[src/rtl/mini_micro_pkg.sv]
// Shared types and constants for the mini micro fetch path.
// Includes a helper that sizes index counters so that one-read words stay legal.
package mini_micro_pkg;

  typedef enum logic [1:0] {
    S_ISSUE,
    S_DRAIN,
    S_VALID
  } fetch_state_t;

  localparam int INSTR_WORD_SIZE  = 32;
  localparam int INSTR_MEM_DATA_W = 8;
  localparam int INSTR_MEM_DEPTH  = 64;

  function automatic int idx_width(input int n);
    return (n > 1) ? $clog2(n) : 1;
  endfunction

endpackage

[src/rtl/fetch_byte_assembler.sv]
// Capture pipe for the instruction memory: remembers which slice is in flight
// and shifts the returning read into its little-endian position of instr.
module fetch_byte_assembler
  import mini_micro_pkg::*;
#(
  parameter int MEM_DATA_W = INSTR_MEM_DATA_W,
  parameter int BYTES      = INSTR_WORD_SIZE / INSTR_MEM_DATA_W,
  parameter int IDX_W      = idx_width(BYTES)
) (
  input  logic                          clk,
  input  logic                          rst,
  input  logic                          flush,
  input  logic                          issue,
  input  logic [IDX_W-1:0]              issue_idx,
  input  logic [MEM_DATA_W-1:0]         mem_rdata,
  output logic [BYTES*MEM_DATA_W-1:0]   instr
);

  logic                        cap_vld;
  logic [IDX_W-1:0]            cap_idx;
  logic [BYTES*MEM_DATA_W-1:0] instr_q;

  // NOTE: clocked state uses non-blocking assignments so every flop samples
  // the pre-edge values, regardless of process evaluation order.
  // NOTE: instr_q is reset even though it is plain datapath, because it is
  // a visible output whose reset value of zero is part of the interface.
  always_ff @(posedge clk or negedge rst) begin
    if (!rst) begin
      cap_vld <= 1'b0;
      cap_idx <= '0;
      instr_q <= '0;
    end else begin
      // A flush kills the read issued this cycle; its data returns next cycle.
      cap_vld <= issue && !flush;
      cap_idx <= issue_idx;
      if (cap_vld) begin
        instr_q[int'(cap_idx)*MEM_DATA_W +: MEM_DATA_W] <= mem_rdata;
      end
    end
  end

  assign instr = instr_q;

endmodule

[src/rtl/instruction_fetch_unit.sv]
// Fetch sequencer: walks the PC through byte-wide memory, assembles one
// instruction per BYTES reads and hands it over on a valid/ready handshake.
module instruction_fetch_unit
  import mini_micro_pkg::*;
#(
  parameter int WORD_SIZE  = INSTR_WORD_SIZE,
  parameter int MEM_DATA_W = INSTR_MEM_DATA_W,
  parameter int MEM_DEPTH  = INSTR_MEM_DEPTH,
  parameter int ADDR_W     = $clog2(MEM_DEPTH),
  parameter int RESET_PC   = 0
) (
  input  logic                  clk,
  input  logic                  rst,
  output logic [ADDR_W-1:0]     mem_addr,
  input  logic [MEM_DATA_W-1:0] mem_rdata,
  input  logic                  stall,
  input  logic                  branch_valid,
  input  logic [ADDR_W-1:0]     branch_target,
  output logic [WORD_SIZE-1:0]  instr,
  output logic [ADDR_W-1:0]     instr_pc,
  output logic                  instr_valid,
  input  logic                  instr_ready,
  output logic                  fetch_busy
);

  localparam int BYTES = WORD_SIZE / MEM_DATA_W;
  localparam int IDX_W = idx_width(BYTES);
  localparam logic [ADDR_W-1:0] ALIGN_MASK = ~ADDR_W'(BYTES - 1);
  localparam logic [ADDR_W-1:0] LAST_PC    = ADDR_W'(MEM_DEPTH - BYTES);
  localparam logic [IDX_W-1:0]  LAST_IDX   = IDX_W'(BYTES - 1);

  fetch_state_t      state, state_nxt;
  logic [ADDR_W-1:0] pc, pc_inc;
  logic [IDX_W-1:0]  idx;
  logic              armed;
  logic              issue, last_issue, accept;

  // Aligned words never straddle the end of memory, so only pc needs wrapping.
  assign mem_addr = pc + ADDR_W'(idx);
  assign pc_inc   = (pc == LAST_PC) ? '0 : pc + ADDR_W'(BYTES);

  always_ff @(posedge clk or negedge rst) begin
    if (!rst) state <= S_ISSUE;
    else      state <= state_nxt;
  end

  always_comb begin
    state_nxt = state;
    if (branch_valid) begin
      state_nxt = S_ISSUE;
    end else begin
      case (state)
        S_ISSUE: if (last_issue) state_nxt = S_DRAIN;
        S_DRAIN: state_nxt = S_VALID;
        S_VALID: if (instr_ready) state_nxt = S_ISSUE;
        default: state_nxt = S_ISSUE;
      endcase
    end
  end

  // NOTE: every output of a combinational block gets a default first, so no
  // path through the case statement can leave a latch behind.
  always_comb begin
    issue      = 1'b0;
    last_issue = 1'b0;
    accept     = 1'b0;
    fetch_busy = 1'b0;
    case (state)
      S_ISSUE: begin
        issue      = !stall;
        last_issue = !stall && (idx == LAST_IDX);
        fetch_busy = armed;
      end
      S_DRAIN: fetch_busy = armed;
      S_VALID: accept = instr_ready;
      default: ;
    endcase
  end

  always_ff @(posedge clk or negedge rst) begin
    if (!rst) begin
      pc          <= ADDR_W'(RESET_PC);
      idx         <= '0;
      instr_pc    <= ADDR_W'(RESET_PC);
      instr_valid <= 1'b0;
      armed       <= 1'b0;
    end else begin
      armed <= 1'b1;
      if (branch_valid) begin
        pc          <= branch_target & ALIGN_MASK;
        idx         <= '0;
        instr_valid <= 1'b0;
      end else begin
        if (issue) idx <= last_issue ? '0 : idx + IDX_W'(1);
        if (state == S_DRAIN) begin
          instr_valid <= 1'b1;
          instr_pc    <= pc;
        end
        if (accept) begin
          instr_valid <= 1'b0;
          pc          <= pc_inc;
        end
      end
    end
  end

  fetch_byte_assembler #(
    .MEM_DATA_W (MEM_DATA_W),
    .BYTES      (BYTES),
    .IDX_W      (IDX_W)
  ) u_assembler (
    .clk       (clk),
    .rst       (rst),
    .flush     (branch_valid),
    .issue     (issue),
    .issue_idx (idx),
    .mem_rdata (mem_rdata),
    .instr     (instr)
  );

endmodule

[config.mk]
export PLATFORM = sky130hd
export DESIGN_NAME = instruction_fetch_unit
export DESIGN_NICKNAME = d
export VERILOG_FILES = /design/src/rtl/mini_micro_pkg.sv /design/src/rtl/fetch_byte_assembler.sv /design/src/rtl/instruction_fetch_unit.sv
export SDC_FILE = /design/constraint.sdc
export NUM_CORES = 1
export LEC_CHECK = 0
export CORE_MARGIN = 2
export CORE_UTILIZATION = 25
export CTS_CLUSTER_SIZE = 25
export DETAILED_ROUTE_END_ITERATION = 6
export PLACE_DENSITY = 0.58
export SYNTH_ARGS = -nofsm -noshare
export SYNTH_HDL_FRONTEND = slang
export SYNTH_SLANG_ARGS = --single-unit
[constraint.sdc]
create_clock -name clk -period 1.8 [get_ports clk]
set_input_delay 0.36 -clock clk [delete_from_list [all_inputs] [get_ports clk]]
set_output_delay 0.36 -clock clk [all_outputs]
set_load 0.1 [all_outputs]
; ---- Yosys cells after proc, flatten, opt, wreduce, memory -nomap -nowiden
; Index checks and enable logic that the tools add are counted.
[word_totals]
ff_bits = 53
latchBits = 0
ram_bits = 0
rom_bits = 0
inputBits = 19
output_inout_bits = 46
word_cells = 51
mem_count = 0
[op_classes]
n_addsub = 4
mul = 0
div = 0
magnitude_cmp = 0
n_eq_ne = 6
shifts = 2
mux = 18
bitwise_logic = 1
n_reduce_logical = 11
[op_table]
columns = cell, count
row1 = 5-bit negator with 33-bit output, 1
row2 = "8-bit by 33-bit variable shift with 32-bit output, first input constant", 1
row3 = 8-bit by 33-bit indexed part select with 32-bit output, 1
row4 = 32-bit bitwise mux, 1
row5 = 6-bit 2-to-1 mux, 3
row6 = 2-bit 2-to-1 mux, 6
row7 = 1-bit 2-to-1 mux, 7
row8 = 6-bit by 2-bit adder with 6-bit output, 1
row9 = "6-bit by 3-bit adder with 6-bit output, second input constant", 1
row10 = "6-bit equality test, second input constant", 1
row11 = "3-bit inequality test, second input constant", 2
row12 = 2-bit one-hot mux with 3 select lines, 1
row13 = "2-bit equality test, second input constant", 2
row14 = 2-bit AND reduction, 2
row15 = 2-bit nonzero test, 2
row16 = 3-bit nonzero test, 1
row17 = "2-bit by 1-bit adder with 2-bit output, second input constant", 1
row18 = "2-bit by 1-bit equality test with 1-bit output, second input constant", 1
row19 = 1-bit logical AND, 2
row20 = 1-bit zero test, 2
row21 = 2-bit zero test, 1
row22 = 2-bit OR reduction, 1
row23 = 1-bit inverter, 1

; ---- Logic depth before layout (Yosys ltp)
; Gate-level depths: netlist of the first run.
[depth]
ltp_word = 6
depth_mapped = 5
depth_no_buf = 5

; ---- By module
; A second synthesis of the first run with hierarchy kept.
[hier_totals]
hier_cells = 184
area_unflattened_um2 = 2244.7
[modules_own_cells]
columns = module, instances, cells_per_inst, area_each_um2, seq_area_each_um2
row1 = fetch_byte_assembler, 1, 115, 1516.5, 875.8
row2 = instruction_fetch_unit, 1, 69, 728.2, 350.3

; ---- Worst setup path before layout of the first run
; Ideal clock, no wire load.
[synth_path]
path_kind = flip-flop to output port
from = register pc[2]
to = output port mem_addr[2]
arrival_time_ns = 1.864
required_time_ns = 1.440
path_slack_ns = -0.424
path_stages_with_launch = 2
path_buffers = 0
path_cell_list = dfrtp_1 xor2_1
[synth_between]
elab_chain_len = 1
[synth_rtl]
columns = item, line_no
row1 = start: declaration, instruction_fetch_unit.sv:33  ; logic [ADDR_W-1:0] pc, pc_inc;
row2 = start signal: assignment, instruction_fetch_unit.sv:82  ; pc <= ADDR_W'(RESET_PC);
row3 = start signal: assignment, instruction_fetch_unit.sv:90  ; pc <= branch_target & ALIGN_MASK;
row4 = start signal: assignment, instruction_fetch_unit.sv:101  ; pc <= pc_inc;
row5 = 6-bit by 2-bit adder with 6-bit output, instruction_fetch_unit.sv:39  ; assign mem_addr = pc + ADDR_W'(idx);
row6 = end: declaration, instruction_fetch_unit.sv:14  ; output logic [ADDR_W-1:0] mem_addr,
; No other way between the ends.

; ---- Worst setup path in the final report of the first run
[layout_path]
from = register u_assembler.cap_idx[1]
to = register u_assembler.instr_q[16], in the netlist u_assembler.instr[16]
[layout_between]
elab_chain_len = 3
elab_cells_between_ends = 4
cone_classes = 1 x add/sub / 2 x shift / 1 x mux
[layout_rtl]
columns = item, line_no
row1 = start: declaration, fetch_byte_assembler.sv:20  ; logic [IDX_W-1:0] cap_idx;
row2 = start signal: assignment, fetch_byte_assembler.sv:35  ; cap_idx <= issue_idx;
row3 = 5-bit negator with 33-bit output *, fetch_byte_assembler.sv:37  ; instr_q[int'(cap_idx)*MEM_DATA_W +: MEM_DATA_W] <= mem_rdata;
row4 = 8-bit by 33-bit indexed part select with 32-bit output / 8-bit by 33-bit variable shift with 32-bit output (equally long branches), fetch_byte_assembler.sv:37
row5 = 32-bit bitwise mux *, fetch_byte_assembler.sv:37
row6 = end signal: indexed assignment, fetch_byte_assembler.sv:37
row7 = end: declaration, fetch_byte_assembler.sv:21  ; logic [BYTES*MEM_DATA_W-1:0] instr_q;
; Mark *: on every way between the ends. The rest lies on a longest branch, timed or not.
; A chain may end at the register's enable or synchronous reset.

==> metrics, run 1 <==
Stages on worst setup path=5; RSZ-0062 raised after global routing=false; Post-DP HPWL=3.80 mm; routed wire length per instance=13.8 um; Worst Reg2Reg Path Length in Cells=5; Cells after Synth=168; Final Setup Violations=0; Worst Path Buf+Inv=1; Ant. Diodes=0; Final Hold Vio Count=0; vias=1540; Area Growth Syn to Fin=65.4%; RR Endpoint=u_assembler.instr[16]; Die Footprint=9150 um^2; Cells after DPL=338; number of H-tree levels=2; CP delay by family, top=simple AND/OR/NAND/NOR gates; fin area=3470 um^2; startpoint types=flip-flop; WL final=4.77 mm; Hold Worst Slack=0.455 ns; Tmin final=1.64 ns; gr usage total=0.112; GP Congestion=0.779; Num CTS Buffers=5; Core ar.=8180 um^2; peak supply drop=0.483 mV; outcome=completed; FP Rows=33; post-place instance area=3340 um^2; Finished Core Util=0.425; most common cell after layout, fill and taps aside=dfrtp_1; Post-synth EDFFs=0; Seq/Total Area, Yosys=0.584; clock buffer depth=2; antenna-violating nets left=0; Fillers=755; Post-Syn Area per Cell=12.5 um^2; Final Skew=0.00672 ns; pre-CTS setup slack=0.0972 ns; Initial Util=0.257; drt drc=0; largest net degree at the start of global routing=27; crit-path max FO=8; TritonCTS clock tree=yes; commonest cells after routing, fill and taps aside=dfrtp_1, buf_12, a22o_1, nand2_1, clkdlybuf4s50_1; first-pass GRT wire length=7.85 mm; FFs w/ async S/R, synth=1.00; Mapped Area=2100 um^2; initial antenna violation count=0; die extent in y=95.7 um; worst hold path class=in2async; vias in the first global route=1550; clk_lat worst skew=0.29 ns; worst-margin pin slew=0.496 ns; Synth Register Bits=49; total chip power=3.70 mW; grt ovf=0; max cap viols=0; input/output buffers=60; crit-path cells=inv_1 -> ha_1 -> nand2_1 -> nor4_4 -> a22o_1; Non-Filler Instances=347; CP required=2.03 ns; FF-to-FF setup slack=0.16 ns; Leak=1.58 nW; Die Wd=95.7 um; Ys Warns=0; share of cells above drive strength 1=0.314; Rel. slew slack=0.667; pins over their slew limit=0; Final WS setup=0.161 ns; postcts setup bufs=0; initial drt markers=43; CTS root buffer=clkbuf_8; post-route clock period utilization=0.911; Num Clock Sinks=49; final setup TNS=0 ns; Peak Freq=610 MHz; # IOs=65; Crit Path Class=reg2reg; CP max stage delay=0.40 ns; worst flop-to-flop path startpoint=u_assembler.cap_idx[1]; first-pass iteration count of the detailed router=4; CP arrival=1.87 ns; nets@finish=268; Power per Cell Area=1070 nW/um^2; top_reg_cell synth=dfrtp_1; unique cell type count in the Yosys netlist=36; CP endpoint kind=flip-flop; Clock transition at path regs=0.09 ns; vias per std cell=4.44; slowest stage cell, crit path=ha_1
==> synthesized netlist by cell type (2+ instances only) <==
master	instances	area, um^2
conb_1	2	7.51
nand2_1	17	63.8
nand3b_1	2	15.0
o21ai_1	9	45.0
nand3_1	4	20.0
nor2b_1	2	12.5
a211oi_1	2	15.0
clkbuf_1	4	15.0
mux2_1	4	45.0
a22o_1	26	228
inv_2	2	7.51
dfrtp_1	49	1230
buf_4	3	22.5
nor3_2	3	30.0
ha_1	8	100
nor2_1	5	18.8
a21oi_1	3	15.0
inv_1	3	11.3
mux2i_1	3	30.0
==> worst reg2reg max path: stages, from the launching register on <==
cell	delay [ns]
dfrtp_1	0.38
inv_1	0.08
ha_1	0.40
nand2_1	0.12
nor4_4	0.39
a22o_1	0.22
==> power by group <==
group / switching, mW / leakage, nW / internal, mW
sequential: 0.137 / 0.652 / 1.21
combinational: 1.01 / 0.868 / 0.553
clock: 0.346 / 0.0574 / 0.452
==> area by class of cell <==
type                            count  area, um^2  area share
Clock buffer                        6        82.6      0.0238
Clock inverter                      2        37.5      0.0108
Inverter                            5        18.8     0.00540
Multi-Input combinational cell    108         837       0.241
Sequential cell                    49        1230       0.353
Tap cell                          105         131      0.0378
Timing Repair Buffer               72        1140       0.328
==> state kept, by name, indices dropped and copies added (netlist names) <==
name and count:
u_assembler.instr 32, instr_pc 4, pc 4, idx 2
state 2, u_assembler.cap_idx 2, armed 1, instr_valid 1
u_assembler.cap_vld 1
==> cells by family (layout without fill, tap and decap cells) <==
family | Yosys count | in the layout | synth area share
DFF | 49 | 49 | 0.584
AOI/OAI and AO/OA | 45 | 45 | 0.165
xor gates and xnor gates | 2 | 2 | 0.00834
adders and majority gates | 8 | 8 | 0.0476
buffers and inverters | 13 | 85 | 0.0292
and+or+nand+nor | 42 | 42 | 0.127
other | 2 | 4 | 0.00357
muxes | 7 | 7 | 0.0357
==> repair_timing <==
action | CTS | global route
setup endpoints to repair | 0 | 13
hold endpoints to repair | 7 | 0
hold buffers | 1 | 0
resized for setup | 0 | 1
==> how the worst max path moves through the flow <==
stage / start / end
finish: u_assembler.cap_idx[1] / u_assembler.instr[16]
CTS: u_assembler.cap_idx[1] / u_assembler.instr[16]
global placement: branch_valid / instr_pc[3]
global route: u_assembler.cap_idx[1] / u_assembler.instr[8]
floorplan: pc[2] / mem_addr[2]
detailed placement: u_assembler.cap_idx[1] / u_assembler.instr[18]
==> routing by layer <==
metal / share of wire / GRT usage
met3: 0.074 / 0.0253
met1: 0.42 / 0.144
met2: 0.49 / 0.184
met4: 0.016 / 0.0429
met5: 0 / 0
No activity file was read; power rests on OpenSTA's default activity.
==> run 2: changes to the inputs <==
TNS_END_PERCENT = 5   (was default)
==> run 2 against run 1 <==
Sequential cell count is the same. Utilization shrank 0.43 points. Non-clock buffer count shrank 1. Register-to-register slack is essentially flat. Die area is the same. Largest cell class unchanged. Setup slack lost 0.0053 ns. Design area shrank 1.0%. Wire length grew 0.19%. The flow now finishes with violations (negative hold slack).
==> metrics, run 2 (synthesized netlist as in run 1, its figures left out) <==
worst hold path class=in2async; TritonCTS clock tree=yes; first-pass iteration count of the detailed router=4 (unchanged); max cap viols=0 (unchanged); input/output buffers=60 (unchanged); Final Skew=0.00674 ns (+0.0000187 ns); max reg flops=32 (unchanged); Worst Reg2Reg Path Length in Cells=5 (unchanged); Post-DP HPWL=3.77 mm (-0.85%); nets@finish=267 (-0.37%); number of H-tree levels=2 (unchanged); drt drc=0 (unchanged); Die Wd=95.7 um (unchanged); Leak=1.56 nW (-1.2%); gr usage total=0.112 (about the same); failing checks=negative hold slack; WL final=4.78 mm (+0.19%); vias in the first global route=1632 (+5.3%); Fillers=750 (-0.66%); postcts setup bufs=0 (unchanged); pins over their slew limit=0 (unchanged); GP Congestion=0.760 (-2.4%); Tmin final=1.64 ns (+0.00528 ns); total chip power=3.65 mW (-1.4%); Final Setup Violations=0 (unchanged); clock buffer depth=2 (unchanged); pre-CTS setup slack=0.103 ns (+0.00599 ns); post-place instance area=3340 um^2 (about the same); antenna-violating nets left=0 (unchanged); crit-path max FO=5 (-3); Crit Path Class=reg2reg; post-route clock period utilization=0.914 (+0.00293); routed wire length per instance=13.9 um (+0.77%); worst flop-to-flop path startpoint=u_assembler.cap_idx[1]; initial antenna violation count=0 (unchanged); most common cell after layout, fill and taps aside=dfrtp_1; commonest cells after routing, fill and taps aside=dfrtp_1, buf_12, a22o_1, nand2_1, clkdlybuf4s50_1; Finished Core Util=0.421 (-0.00429); grt ovf=0 (unchanged); CP Launch Point=u_assembler.cap_idx[1]; FP Rows=33 (unchanged); first-pass GRT wire length=7.98 mm (+1.7%); Final WS setup=0.155 ns (-0.00528 ns); clk_lat worst skew=0.30 ns (about the same); CP endpoint kind=flip-flop; Core ar.=8180 um^2 (unchanged); Clock transition at path regs=0.09 ns (about the same); startpoint types=flip-flop; CP arrival=1.88 ns (about the same); initial drt markers=37 (-14%); fin area=3440 um^2 (-1.0%); Num CTS Buffers=5 (unchanged); Final Hold Vio Count=7 (+7); Ant. Diodes=0 (unchanged); CTS root buffer=clkbuf_8; Power per Cell Area=1060 nW/um^2 (-0.41%); RSZ-0062 raised after global routing=false; vias=1576 (+2.3%); Hold Worst Slack=-0.00361 ns (-0.458 ns); Initial Util=0.257 (unchanged); # IOs=65 (unchanged); Peak Freq=608 MHz (-0.32%); Area Growth Syn to Fin=63.7%; CP required=2.04 ns (about the same); largest net degree at the start of global routing=32 (+19%); Die Footprint=9150 um^2 (unchanged); share of cells above drive strength 1=0.308 (-0.00572); outcome=finished with violations; die extent in y=95.7 um (unchanged); Num Clock Sinks=49 (unchanged); CTS hold repair buffers=0 (-1); vias per std cell=4.57 (+2.9%); peak supply drop=0.476 mV (-1.5%); post-cts sizing count=0 (unchanged)
run 2: cell count changes in the layout (fill, tap and decap cells not counted), sizes merged:
cell,delta
clkbuf,-1
clkinv,+1
dlygate4sd3,-1
clkinvlp,-1
run 2: worst max-delay path: stages (launching register included):
cell and delay (ns):
dfrtp_1 0.37, inv_1 0.08, ha_1 0.39, nand3b_1 0.19, nor3_2 0.36, a22o_1 0.19
run 2: path summary, 6_finish.rpt:
check                                         endpoint  slack (ns)
max in group asynchronous        u_assembler.instr[14]        1.28
worst min-delay path             u_assembler.instr[25]      -0.004
worst max-delay path              u_assembler.instr[8]        0.16
worst max register to register    u_assembler.instr[8]        0.16
worst min register to register  u_assembler.cap_idx[1]        0.48
min in group clk                u_assembler.cap_idx[1]        0.48
run 2: final cells by class:
| type | count | area (um^2) | area share |
|---|---|---|---|
| Sequential cell | 49 | 1230 | 0.356 |
| Timing Repair Buffer | 71 | 1130 | 0.329 |
| Clock buffer | 5 | 68.8 | 0.0200 |
| Inverter | 5 | 18.8 | 0.00546 |
| Multi-Input combinational cell | 108 | 828 | 0.241 |
| Tap cell | 105 | 131 | 0.0382 |
| Clock inverter | 2 | 35.0 | 0.0102 |
run 2: where the power goes:
| part | internal [mW] | switching, mW | leakage (nW) |
|---|---|---|---|
| combinational | 0.551 | 1.00 | 0.852 |
| clock | 0.404 | 0.346 | 0.0540 |
| sequential | 1.21 | 0.137 | 0.652 |
| total | 2.16 | 1.49 | 1.56 |
run 2: per-layer routing:
metal / share of wire / up-vias / GRT usage / wire [um]
met5: 0 / - / 0 / 0
met3: 0.072 / 3 / 0.0348 / 343
met1: 0.47 / 768 / 0.149 / 2230
met2: 0.46 / 55 / 0.186 / 2180
met4: 0.0046 / 0 / 0.0143 / 22
li1: - / 750 / - / -
run 2: metrics by stage:
stage	TNS [ns]	hold slack (ns)	instances
floorplan	-0.342	0.0644	170
global placement	0	0.327	338
detailed placement	0	0.337	338
CTS	0	0.00588	345
global route	0	0.0156	345
finish	0	-0.00361	345
